`src/rtl/grid_pkg.sv`:
```
// Shared constants, command/state encodings and point/index helpers for the grid editor.
package grid_pkg;
  localparam int GRID_W  = 64;
  localparam int GRID_H  = 60;
  localparam int N_WORDS = 960;

  localparam logic [7:0] CELL_EMPTY = 8'd0;
  localparam logic [7:0] CELL_START = 8'd1;
  localparam logic [7:0] CELL_END   = 8'd2;
  localparam logic [7:0] CELL_PATH  = 8'd3;
  localparam logic [7:0] CELL_WALL  = 8'd4;

  typedef enum logic [2:0] {
    OP_NOP        = 3'd0,
    OP_WALL       = 3'd1,
    OP_ERASE      = 3'd2,
    OP_SET_START  = 3'd3,
    OP_SET_END    = 3'd4,
    OP_CLEAR_PATH = 3'd5,
    OP_CLEAR_ALL  = 3'd6,
    OP_NOP7       = 3'd7
  } op_e;

  typedef enum logic [2:0] {
    S_IDLE,
    S_ERASE_OLD,
    S_WRITE_CELL,
    S_SWEEP_RD,
    S_SWEEP_CHK,
    S_SWEEP_WR,
    S_FILL,
    S_ERR
  } state_e;

  // Point layout {X[5:0], Y[5:0], valid}
  function automatic logic [12:0] pack_point(input logic [5:0] x, input logic [5:0] y,
                                             input logic vld);
    return {x, y, vld};
  endfunction

  // Index = X + 64*Y; word address is index[11:2], byte lane is index[1:0]
  function automatic logic [11:0] cell_index(input logic [5:0] x, input logic [5:0] y);
    return {y, x};
  endfunction

  function automatic logic is_border(input logic [11:0] idx);
    return (idx[5:0] == 6'd0) || (idx[5:0] == 6'(GRID_W - 1)) ||
           (idx[11:6] == 6'd0) || (idx[11:6] == 6'(GRID_H - 1));
  endfunction

  function automatic logic [7:0] op_code(input op_e op);
    logic [7:0] c;
    c = CELL_EMPTY;
    case (op)
      OP_WALL:      c = CELL_WALL;
      OP_SET_START: c = CELL_START;
      OP_SET_END:   c = CELL_END;
      default:      c = CELL_EMPTY;
    endcase
    return c;
  endfunction
endpackage

```
`src/rtl/grid_byte_lane.sv`:
```
// Steers one cell code into its byte lane of a 4-cell PixelOCM word (one-hot BYTE_EN + aligned data).
// Purely combinational; also used by the path core's trace write.
module grid_byte_lane (
  input  logic [1:0]  lane_i,
  input  logic [7:0]  code_i,
  output logic [3:0]  byte_en_o,
  output logic [31:0] wdata_o
);
  always_comb begin
    byte_en_o = 4'b0001 << lane_i;
    wdata_o   = {24'b0, code_i} << {lane_i, 3'b000};
  end
endmodule

```
`src/rtl/grid_editor.sv`:
```
// Turns DRAW-phase edit commands into PixelOCM byte writes, keeps Start/End points, sweeps path cells.
// Define GRID_BORDER_EN to fill the grid border with walls on CLEAR_ALL and lock border cells.
module grid_editor
  import grid_pkg::*;
(
  input  logic        Clk,
  input  logic        Reset,
  input  logic        lock,
  input  logic        cmd_valid,
  output logic        cmd_ready,
  input  logic [2:0]  cmd_op,
  input  logic [5:0]  cmd_x,
  input  logic [5:0]  cmd_y,
  output logic        cmd_err,
  output logic        busy,
  output logic [12:0] StartPoint,
  output logic [12:0] EndPoint,
  output logic        AVL_READ,
  output logic        AVL_WRITE,
  output logic        AVL_CS,
  output logic [3:0]  AVL_BYTE_EN,
  output logic [9:0]  AVL_ADDRESS,
  output logic [31:0] AVL_WRITEDATA,
  input  logic [31:0] AVL_READDATA,
  input  logic        AVL_WAIT_REQUEST
);
  state_e      state_q, state_d;
  op_e         op_q, op_d;
  logic [5:0]  tx_q, tx_d, ty_q, ty_d;
  logic [12:0] start_q, start_d, end_q, end_d;
  logic [9:0]  w_q, w_d;
  logic [3:0]  mask_q, mask_d;

  op_e         cmd_op_e;
  logic        cmd_acc, bad_cell, hits_start, hits_end, last_word;
  logic [3:0]  sweep_mask;
  logic [11:0] old_xy, old_idx, tgt_idx;
  logic [1:0]  lane_sel;
  logic [7:0]  lane_code;
  logic [3:0]  lane_be;
  logic [31:0] lane_data, fill_word;

  assign cmd_op_e   = op_e'(cmd_op);
  assign cmd_ready  = (state_q == S_IDLE) && !lock;
  assign cmd_acc    = cmd_valid && cmd_ready;
  assign busy       = (state_q != S_IDLE);
  assign cmd_err    = (state_q == S_ERR);
  assign StartPoint = start_q;
  assign EndPoint   = end_q;
  assign last_word  = (w_q == 10'(N_WORDS - 1));
  assign hits_start = start_q[0] && (start_q[12:1] == {cmd_x, cmd_y});
  assign hits_end   = end_q[0] && (end_q[12:1] == {cmd_x, cmd_y});
  assign old_xy     = (op_q == OP_SET_END) ? end_q[12:1] : start_q[12:1];
  assign old_idx    = cell_index(old_xy[11:6], old_xy[5:0]);
  assign tgt_idx    = cell_index(tx_q, ty_q);
  assign lane_sel   = (state_q == S_ERASE_OLD) ? old_idx[1:0] : tgt_idx[1:0];
  assign lane_code  = (state_q == S_ERASE_OLD) ? CELL_EMPTY : op_code(op_q);

  grid_byte_lane u_lane (
    .lane_i    (lane_sel),
    .code_i    (lane_code),
    .byte_en_o (lane_be),
    .wdata_o   (lane_data)
  );

  always_comb begin
    bad_cell = (cmd_y > 6'(GRID_H - 1));
`ifdef GRID_BORDER_EN
    bad_cell = bad_cell || is_border(cell_index(cmd_x, cmd_y));
`endif
  end

  always_comb begin
    for (int k = 0; k < 4; k++) begin
      sweep_mask[k] = (AVL_READDATA[8*k +: 8] == CELL_PATH);
    end
  end

  always_comb begin
    fill_word = '0;
`ifdef GRID_BORDER_EN
    for (int k = 0; k < 4; k++) begin
      if (is_border({w_q, 2'(k)})) fill_word[8*k +: 8] = CELL_WALL;
    end
`endif
  end

  always_comb begin
    state_d = state_q;
    op_d    = op_q;
    tx_d    = tx_q;
    ty_d    = ty_q;
    start_d = start_q;
    end_d   = end_q;
    w_d     = w_q;
    mask_d  = mask_q;
    case (state_q)
      S_IDLE: begin
        if (cmd_acc) begin
          op_d = cmd_op_e;
          tx_d = cmd_x;
          ty_d = cmd_y;
          w_d  = '0;
          case (cmd_op_e)
            OP_WALL, OP_ERASE: state_d = bad_cell ? S_ERR : S_WRITE_CELL;
            OP_SET_START: begin
              if (bad_cell || hits_end)            state_d = S_ERR;
              else if (start_q[0] && !hits_start)  state_d = S_ERASE_OLD;
              else                                 state_d = S_WRITE_CELL;
            end
            OP_SET_END: begin
              if (bad_cell || hits_start)          state_d = S_ERR;
              else if (end_q[0] && !hits_end)      state_d = S_ERASE_OLD;
              else                                 state_d = S_WRITE_CELL;
            end
            OP_CLEAR_PATH: state_d = S_SWEEP_RD;
            OP_CLEAR_ALL: begin
              state_d    = S_FILL;
              start_d[0] = 1'b0;
              end_d[0]   = 1'b0;
            end
            default: state_d = S_IDLE;
          endcase
        end
      end
      S_ERASE_OLD: if (!AVL_WAIT_REQUEST) state_d = S_WRITE_CELL;
      S_WRITE_CELL: begin
        if (!AVL_WAIT_REQUEST) begin
          state_d = S_IDLE;
          case (op_q)
            OP_SET_START: start_d = pack_point(tx_q, ty_q, 1'b1);
            OP_SET_END:   end_d   = pack_point(tx_q, ty_q, 1'b1);
            default: begin
              // Overwriting an endpoint cell leaves that endpoint without a marker
              if (start_q[12:1] == {tx_q, ty_q}) start_d[0] = 1'b0;
              if (end_q[12:1] == {tx_q, ty_q})   end_d[0]   = 1'b0;
            end
          endcase
        end
      end
      S_SWEEP_RD: if (!AVL_WAIT_REQUEST) state_d = S_SWEEP_CHK;
      S_SWEEP_CHK: begin
        mask_d = sweep_mask;
        if (sweep_mask != 4'b0000) state_d = S_SWEEP_WR;
        else if (last_word)        state_d = S_IDLE;
        else begin
          w_d     = w_q + 10'd1;
          state_d = S_SWEEP_RD;
        end
      end
      S_SWEEP_WR: begin
        if (!AVL_WAIT_REQUEST) begin
          if (last_word) state_d = S_IDLE;
          else begin
            w_d     = w_q + 10'd1;
            state_d = S_SWEEP_RD;
          end
        end
      end
      S_FILL: begin
        if (!AVL_WAIT_REQUEST) begin
          if (last_word) state_d = S_IDLE;
          else           w_d = w_q + 10'd1;
        end
      end
      S_ERR:   state_d = S_IDLE;
      default: state_d = S_IDLE;
    endcase
  end

  // Bus outputs depend only on registered state, so they hold while the FSM stalls
  always_comb begin
    AVL_CS        = 1'b1;
    AVL_READ      = 1'b0;
    AVL_WRITE     = 1'b0;
    AVL_BYTE_EN   = 4'b0000;
    AVL_ADDRESS   = '0;
    AVL_WRITEDATA = '0;
    case (state_q)
      S_ERASE_OLD: begin
        AVL_WRITE     = 1'b1;
        AVL_ADDRESS   = old_idx[11:2];
        AVL_BYTE_EN   = lane_be;
        AVL_WRITEDATA = lane_data;
      end
      S_WRITE_CELL: begin
        AVL_WRITE     = 1'b1;
        AVL_ADDRESS   = tgt_idx[11:2];
        AVL_BYTE_EN   = lane_be;
        AVL_WRITEDATA = lane_data;
      end
      S_SWEEP_RD: begin
        AVL_READ    = 1'b1;
        AVL_ADDRESS = w_q;
      end
      S_SWEEP_WR: begin
        AVL_WRITE   = 1'b1;
        AVL_ADDRESS = w_q;
        AVL_BYTE_EN = mask_q;
      end
      S_FILL: begin
        AVL_WRITE     = 1'b1;
        AVL_ADDRESS   = w_q;
        AVL_BYTE_EN   = 4'hF;
        AVL_WRITEDATA = fill_word;
      end
      default: ;
    endcase
  end

  always_ff @(posedge Clk or posedge Reset) begin
    if (Reset) begin
      state_q <= S_IDLE;
      op_q    <= OP_NOP;
      tx_q    <= '0;
      ty_q    <= '0;
      start_q <= '0;
      end_q   <= '0;
      w_q     <= '0;
      mask_q  <= '0;
    end else begin
      state_q <= state_d;
      op_q    <= op_d;
      tx_q    <= tx_d;
      ty_q    <= ty_d;
      start_q <= start_d;
      end_q   <= end_d;
      w_q     <= w_d;
      mask_q  <= mask_d;
    end
  end
endmodule

```
`config.mk`:
```
export PLATFORM = sky130hd
export DESIGN_NAME = grid_editor
export DESIGN_NICKNAME = d
export VERILOG_FILES = /design/src/rtl/grid_pkg.sv /design/src/rtl/grid_byte_lane.sv /design/src/rtl/grid_editor.sv
export SDC_FILE = /design/constraint.sdc
export NUM_CORES = 1
export LEC_CHECK = 0
export BUFFER_PORTS_ARGS = -buffer_cell sky130_fd_sc_hd__clkbuf_2
export CORE_MARGIN = 10
export CORE_UTILIZATION = 32
export CTS_BUF_LIST = sky130_fd_sc_hd__clkbuf_8
export CTS_CLUSTER_DIAMETER = 30
export DETAILED_ROUTE_END_ITERATION = 16
export GPL_TIMING_DRIVEN = 1
export PLACE_DENSITY = 0.66
export SKIP_LAST_GASP = 1
export SYNTH_ARGS = -nofsm -noshare
export SYNTH_HDL_FRONTEND = slang
export SYNTH_HIERARCHICAL = 1
export SYNTH_SLANG_ARGS = --single-unit
```
`constraint.sdc`:
```
create_clock -name Clk -period 2.5 [get_ports Clk]
set_input_delay 0.375 -clock Clk [delete_from_list [all_inputs] [get_ports Clk]]
set_output_delay 0.375 -clock Clk [all_outputs]
set_load 0.1 [all_outputs]
```
Word level (Yosys, flattened, before mapping)
Cells that the tools add are included.
{"block": "classes", "n_bitwise": 1, "eq_ne": 39, "n_mux": 40, "order_cmp": 1, "reduce_logical": 28, "add_sub_neg": 1, "shift": 2}
{"cell": "$pmux 10 s3", "count": 2}
{"cell": "$eq 12x12->1", "count": 4}
{"cell": "$mux 10", "count": 4}
{"cell": "$mux 3", "count": 11}
{"cell": "$eq 8x2->1 const B", "count": 4}
{"cell": "$mux 32", "count": 1}
{"cell": "$shl 8x5->32", "count": 1}
{"cell": "$eq 3x3->1 const B", "count": 8}
{"cell": "$pmux 3 s8", "count": 1}
{"cell": "$ne 2x2->1 const B", "count": 11}
{"cell": "$eq 3x2->1 const B", "count": 5}
{"cell": "$pmux 3 s5", "count": 1}
{"cell": "$mux 12", "count": 1}
{"cell": "$pmux 4 s3", "count": 1}
{"cell": "$reduce_and 6->1", "count": 2}
{"cell": "$add 10x1->10 const B", "count": 1}
{"cell": "$eq 10x10->1 const B", "count": 1}
{"cell": "$eq 3x1->1 const B", "count": 3}
{"cell": "$pmux 3 s3", "count": 1}
{"cell": "$mux 1", "count": 8}
{"cell": "$mux 2", "count": 4}
{"cell": "$mux 8", "count": 1}
{"cell": "$pmux 1 s2", "count": 4}
{"cell": "$reduce_and 7->1", "count": 1}
{"cell": "other kinds (18)", "count": 31}
{"block": "totals", "register_bits": 58, "inputBits": 52, "wordCells": 122}

Longest topological paths before layout
{"block": "logic_depth", "ltp_word": 9, "mapped_depth": 10, "depth_no_buf": 8}

By module
The synthesis kept the hierarchy.
{"mod": "grid_editor", "n_inst": 1, "cells_each": 453, "area_per_inst_um2": 3972.6, "seq_area_each_um2": 1451.4}
{"mod": "grid_byte_lane", "n_inst": 1, "cells_each": 42, "area_per_inst_um2": 302.8, "seq_area_each_um2": 0.0}

Least setup slack after synthesis
OpenSTA, ideal clock, no wires.
{"block": "synth_path", "path_type": "register to output", "startpoint": "register state_q[0]", "endpoint": "output AVL_ADDRESS[0]", "path_stages_with_launch": 8, "path_slack_ns": -1.358, "n_path_buf": 2, "t_arrival_ns": 3.483, "path_cell_list": "dfrtp_1 > buf_2 > nand2_1 > nor2_1 > a21o_1 > clkbuf_1 > nand2_1 > o21ai_0"}
{"block": "synth_between", "elab_chain_cells": 3, "elab_cells_between_ends": 7}
{"element": "start: declaration", "line": "grid_editor.sv:27", "text": "state_e state_q, state_d;"}
{"element": "start signal: assignment", "line": "grid_editor.sv:222", "text": "state_q <= state_d;"}
{"element": "$eq 3x3->1 or $eq 3x2->1 (tied branches)", "line": "grid_editor.sv:179", "text": "case (state_q)"}
{"element": "$reduce_or 3->1 (no source line)"}
{"element": "$pmux 10 s3 (*)", "line": "grid_editor.sv:179"}
{"element": "end: declaration", "line": "grid_editor.sv:22", "text": "output logic [9:0] AVL_ADDRESS,"}
Mark *: on every way between the ends. The rest lies on a longest branch, timed or not.

Worst setup path after layout
{"block": "layout_path", "startpoint": "register state_q[1]", "endpoint": "output AVL_BYTE_EN[1]"}
{"block": "layout_between", "elab_chain_cells": 4, "elab_cells_between_ends": 8}
{"element": "$eq 3x1->1", "line": "grid_editor.sv:56", "text": "assign lane_sel = (state_q == S_ERASE_OLD) ? old_idx[1:0] : tgt_idx[1:0];"}
{"element": "$mux 2", "line": "grid_editor.sv:56"}
{"element": "net lane_sel[0]", "line": "grid_editor.sv:38", "text": "logic [1:0] lane_sel;"}
{"element": "$shl 1x2->4", "line": "grid_byte_lane.sv:10", "text": "byte_en_o = 4'b0001 << lane_i;"}
{"element": "net lane_be[1]", "line": "grid_editor.sv:40", "text": "logic [3:0] lane_be;"}
{"element": "$pmux 4 s3", "line": "grid_editor.sv:179"}
{"element": "end: declaration", "line": "grid_editor.sv:21", "text": "output logic [3:0] AVL_BYTE_EN,"}
The timed path passes the listed nets, and every way through them passes these cells.

==> impl_metrics.tcl <==
set metrics [dict create \
    status "finished with violations" \
    violations "setup timing" \
    ys_ff_latch 58 \
    cts_sinks 58 \
    vias_per_cell 5.241 \
    worstHoldPathType "input pin to async pin" \
    antenna_found_initial 0 \
    dp_hpwl_um 11220 \
    setup_ws_ns -0.05778 \
    finalSetupViolCount 13 \
    port_buffers 108 \
    final_cell_area_um2 6156 \
    yosys_warnings 6 \
    max_freq_mhz 391.0 \
    finalCritPeriodShare 1.023 \
    grt_max_degree 35 \
    syn_inst 495 \
    multiInputGateArea_um2 2912 \
    rsz0062_at_grt "yes" \
    ys_seq_area_frac 0.3395 \
    ys.flop_type "dfrtp_1" \
    clock_skew_ns 0.01001 \
    syn_avg_cell_area_um2 8.637 \
    clockBufferDepth 2 \
    die_area_um2 18380 \
    reg2reg_to "state_q[0]" \
    area_growth_pct 43.99 \
    cp.required_ns 2.12 \
    max-slew-margin-rel 0.3305 \
    synth-edff-count 0 \
    drtIter0Drc 329 \
    clockRootBuffer "clkbuf_8" \
    hold_viol 0 \
    htreeDepth 3 \
    remaining_drc_errors 0 \
    clkLatencyLatePin_ns 0.35 \
    rows 42 \
    cts_tree "built" \
    pre_cts_slack_ns 0.1720 \
    clk_pin_slew_ns 0.07 \
    critPathCaptureType "output port" \
    place_congestion 0.9447 \
    fin_crit_ns 2.558 \
    syn_area_um2 4275 \
    fill_cells 1256 \
    worstPathMaxFanout 7 \
    die_h_um 135.6 \
    holdBufCountCts 0 \
    chipWidth_um 135.6 \
    wl_per_cell_um 18.13 \
    reg2reg_from "w_q[0]" \
    n_antenna_cell 0 \
    startpoint_type "flop" \
    io_pins 130 \
    tns_ns -0.3114 \
    postRouteAntennaNets 0 \
    nets 686 \
    track_usage 0.1563 \
    max_cap_viol_count 0 \
    finalNonFillerCells 814 \
    path_class "flop to output port" \
    rrSetupSlack_ns 0.12 \
    cp.arrival_ns 2.18 \
    ys_types 51 \
    drive_gt1_frac 0.3950 \
    grt_pass1_vias 4466 \
    reg2reg_depth 7 \
    drt_wl_total_um 14750 \
    placedCellCount 788 \
    initial_core_util 0.3241 \
    placed_cell_area_um2 5781 \
    coreArea_um2 13190 \
    vias 4266 \
    max_slew.worst_pin.slew_ns 1.008 \
    regArea_um2 1456 \
    grt_overflow 0 \
    grt_first_pass_wirelength_um 23240 \
    async_flop_share 1.000 \
    slew_violations 0 \
    cts-buffers-inserted 9 \
    drt-pass1-iter-count 5 \
]
kinds of logic (layout without fill, tap and decap cells):
kind of cell | after synthesis | after routing | share of synthesized area
AOI/OAI and AO/OA | 75 | 75 | 0.1033
muxes | 40 | 40 | 0.1054
adders and majority gates | 2 | 2 | 0.005267
other | 2 | 21 | 0.001757
DFF | 58 | 58 | 0.3395
and+or+nand+nor | 221 | 221 | 0.2871
xor gates and xnor gates | 57 | 57 | 0.1168
buffers and inverters | 40 | 164 | 0.04097
through the flow:
step / hold slack, ns / util
6_report: 0.08526 / 0.4667
5_1_grt: 0.1392 / 0.4667
4_1_cts: 0.1078 / 0.4649
3_5_place_dp: 0.4655 / 0.4382
3_3_place_gp: 0.4711 / 0.4382
2_1_floorplan: 0.4446 / -
registers in the layout, indices dropped and copies added (netlist names):
name / flops
mask_q: 4
EndPoint: 13
StartPoint: 13
ty_q: 6
w_q: 10
op_q: 3
tx_q: 6
state_q: 3
Yosys cell counts (2+ instances only):
master / n / area, um^2
nor2b_1: 4 / 25.02
dfrtp_1: 58 / 1451
nand2b_1: 4 / 25.02
a31oi_1: 2 / 12.51
nor2_1: 34 / 127.6
buf_2: 11 / 55.05
and2_1: 2 / 12.51
and4b_1: 2 / 20.02
a21oi_1: 27 / 135.1
a41oi_1: 3 / 26.28
nand4_1: 9 / 56.30
o21ai_2: 2 / 17.52
inv_1: 7 / 26.28
nand3_1: 9 / 45.04
nor3b_1: 10 / 75.07
xor2_1: 44 / 385.4
xnor2_1: 13 / 113.9
o21ai_0: 28 / 140.1
nor3_1: 4 / 20.02
nand2_1: 56 / 210.2
clkbuf_1: 19 / 71.32
mux2_2: 40 / 450.4
a22oi_1: 2 / 15.01
conb_1: 2 / 7.510
and3_1: 40 / 250.2
nor4_1: 21 / 131.4
and3b_1: 17 / 148.9
o32ai_1: 2 / 17.52
how the worst max path moves through the flow:
stage | slack, ns | to | cells after the start | from
2_1_floorplan | -0.12 | AVL_BYTE_EN[3] | 10 | state_q[1]
3_3_place_gp | 0.17 | state_q[0] | 6 | w_q[6]
3_5_place_dp | 0.17 | state_q[0] | 6 | w_q[6]
4_1_cts | -0.03 | AVL_WRITEDATA[16] | 9 | state_q[1]
5_1_grt | -0.19 | AVL_BYTE_EN[1] | 9 | state_q[1]
6_report | -0.06 | AVL_BYTE_EN[1] | 9 | state_q[1]
routing by layer:
| metal | GRT usage | part of all wire |
|---|---|---|
| met1 | 0.1817 | 0.40 |
| met4 | 0.05084 | 0.015 |
| met3 | 0.04599 | 0.084 |
| met2 | 0.2686 | 0.50 |
| met5 | 0 | 0 |
critical path: stages, from the launching register on:
cell and delay, ns:
dfrtp_1 0.41, clkinvlp_4 0.09, nand2_2 0.07, nor2_4 0.22, nor2_2 0.08, a31oi_4 0.24, nor2b_2 0.21, o21ai_0 0.14
a21oi_4 0.18, buf_12 0.19
repair_timing:
action | 4_1_cts | 5_1_grt
gates cloned | 3 | 0
setup buffers | 5 | 2
pin swaps | 3 | 1
resized for setup | 8 | 3
endpoints found under the setup margin | 15 | 26
hold endpoints to repair | 0 | 0
cell usage in the layout (no fill, tap or decap), drive strengths merged, types with 3 or more instances in the layout:
cell,count
nand2b,4
mux2,40
nor4,21
nand3,10
conb,21
nor3,4
a41oi,3
nand2,57
nand4,9
nor2,34
xor2,44
bufinv,3
clkbuf,87
xnor2,13
dfrtp,58
and3b,17
and3,41
inv,8
o21ai,30
buf,62
a21oi,27
nor2b,4
nor3b,10
layout make-up:
cell class,count,share of cell area
Clock buffer,9,0.02012
Clock inverter,7,0.02033
Inverter,7,0.004878
Multi-Input combinational cell,416,0.4730
Sequential cell,58,0.2366
Tap cell,176,0.03577
Timing Repair Buffer,141,0.2094
Power is left out: the tool's default activity adds up to more than one toggle a clock period on the data nets, which glitch-free logic cannot reach.
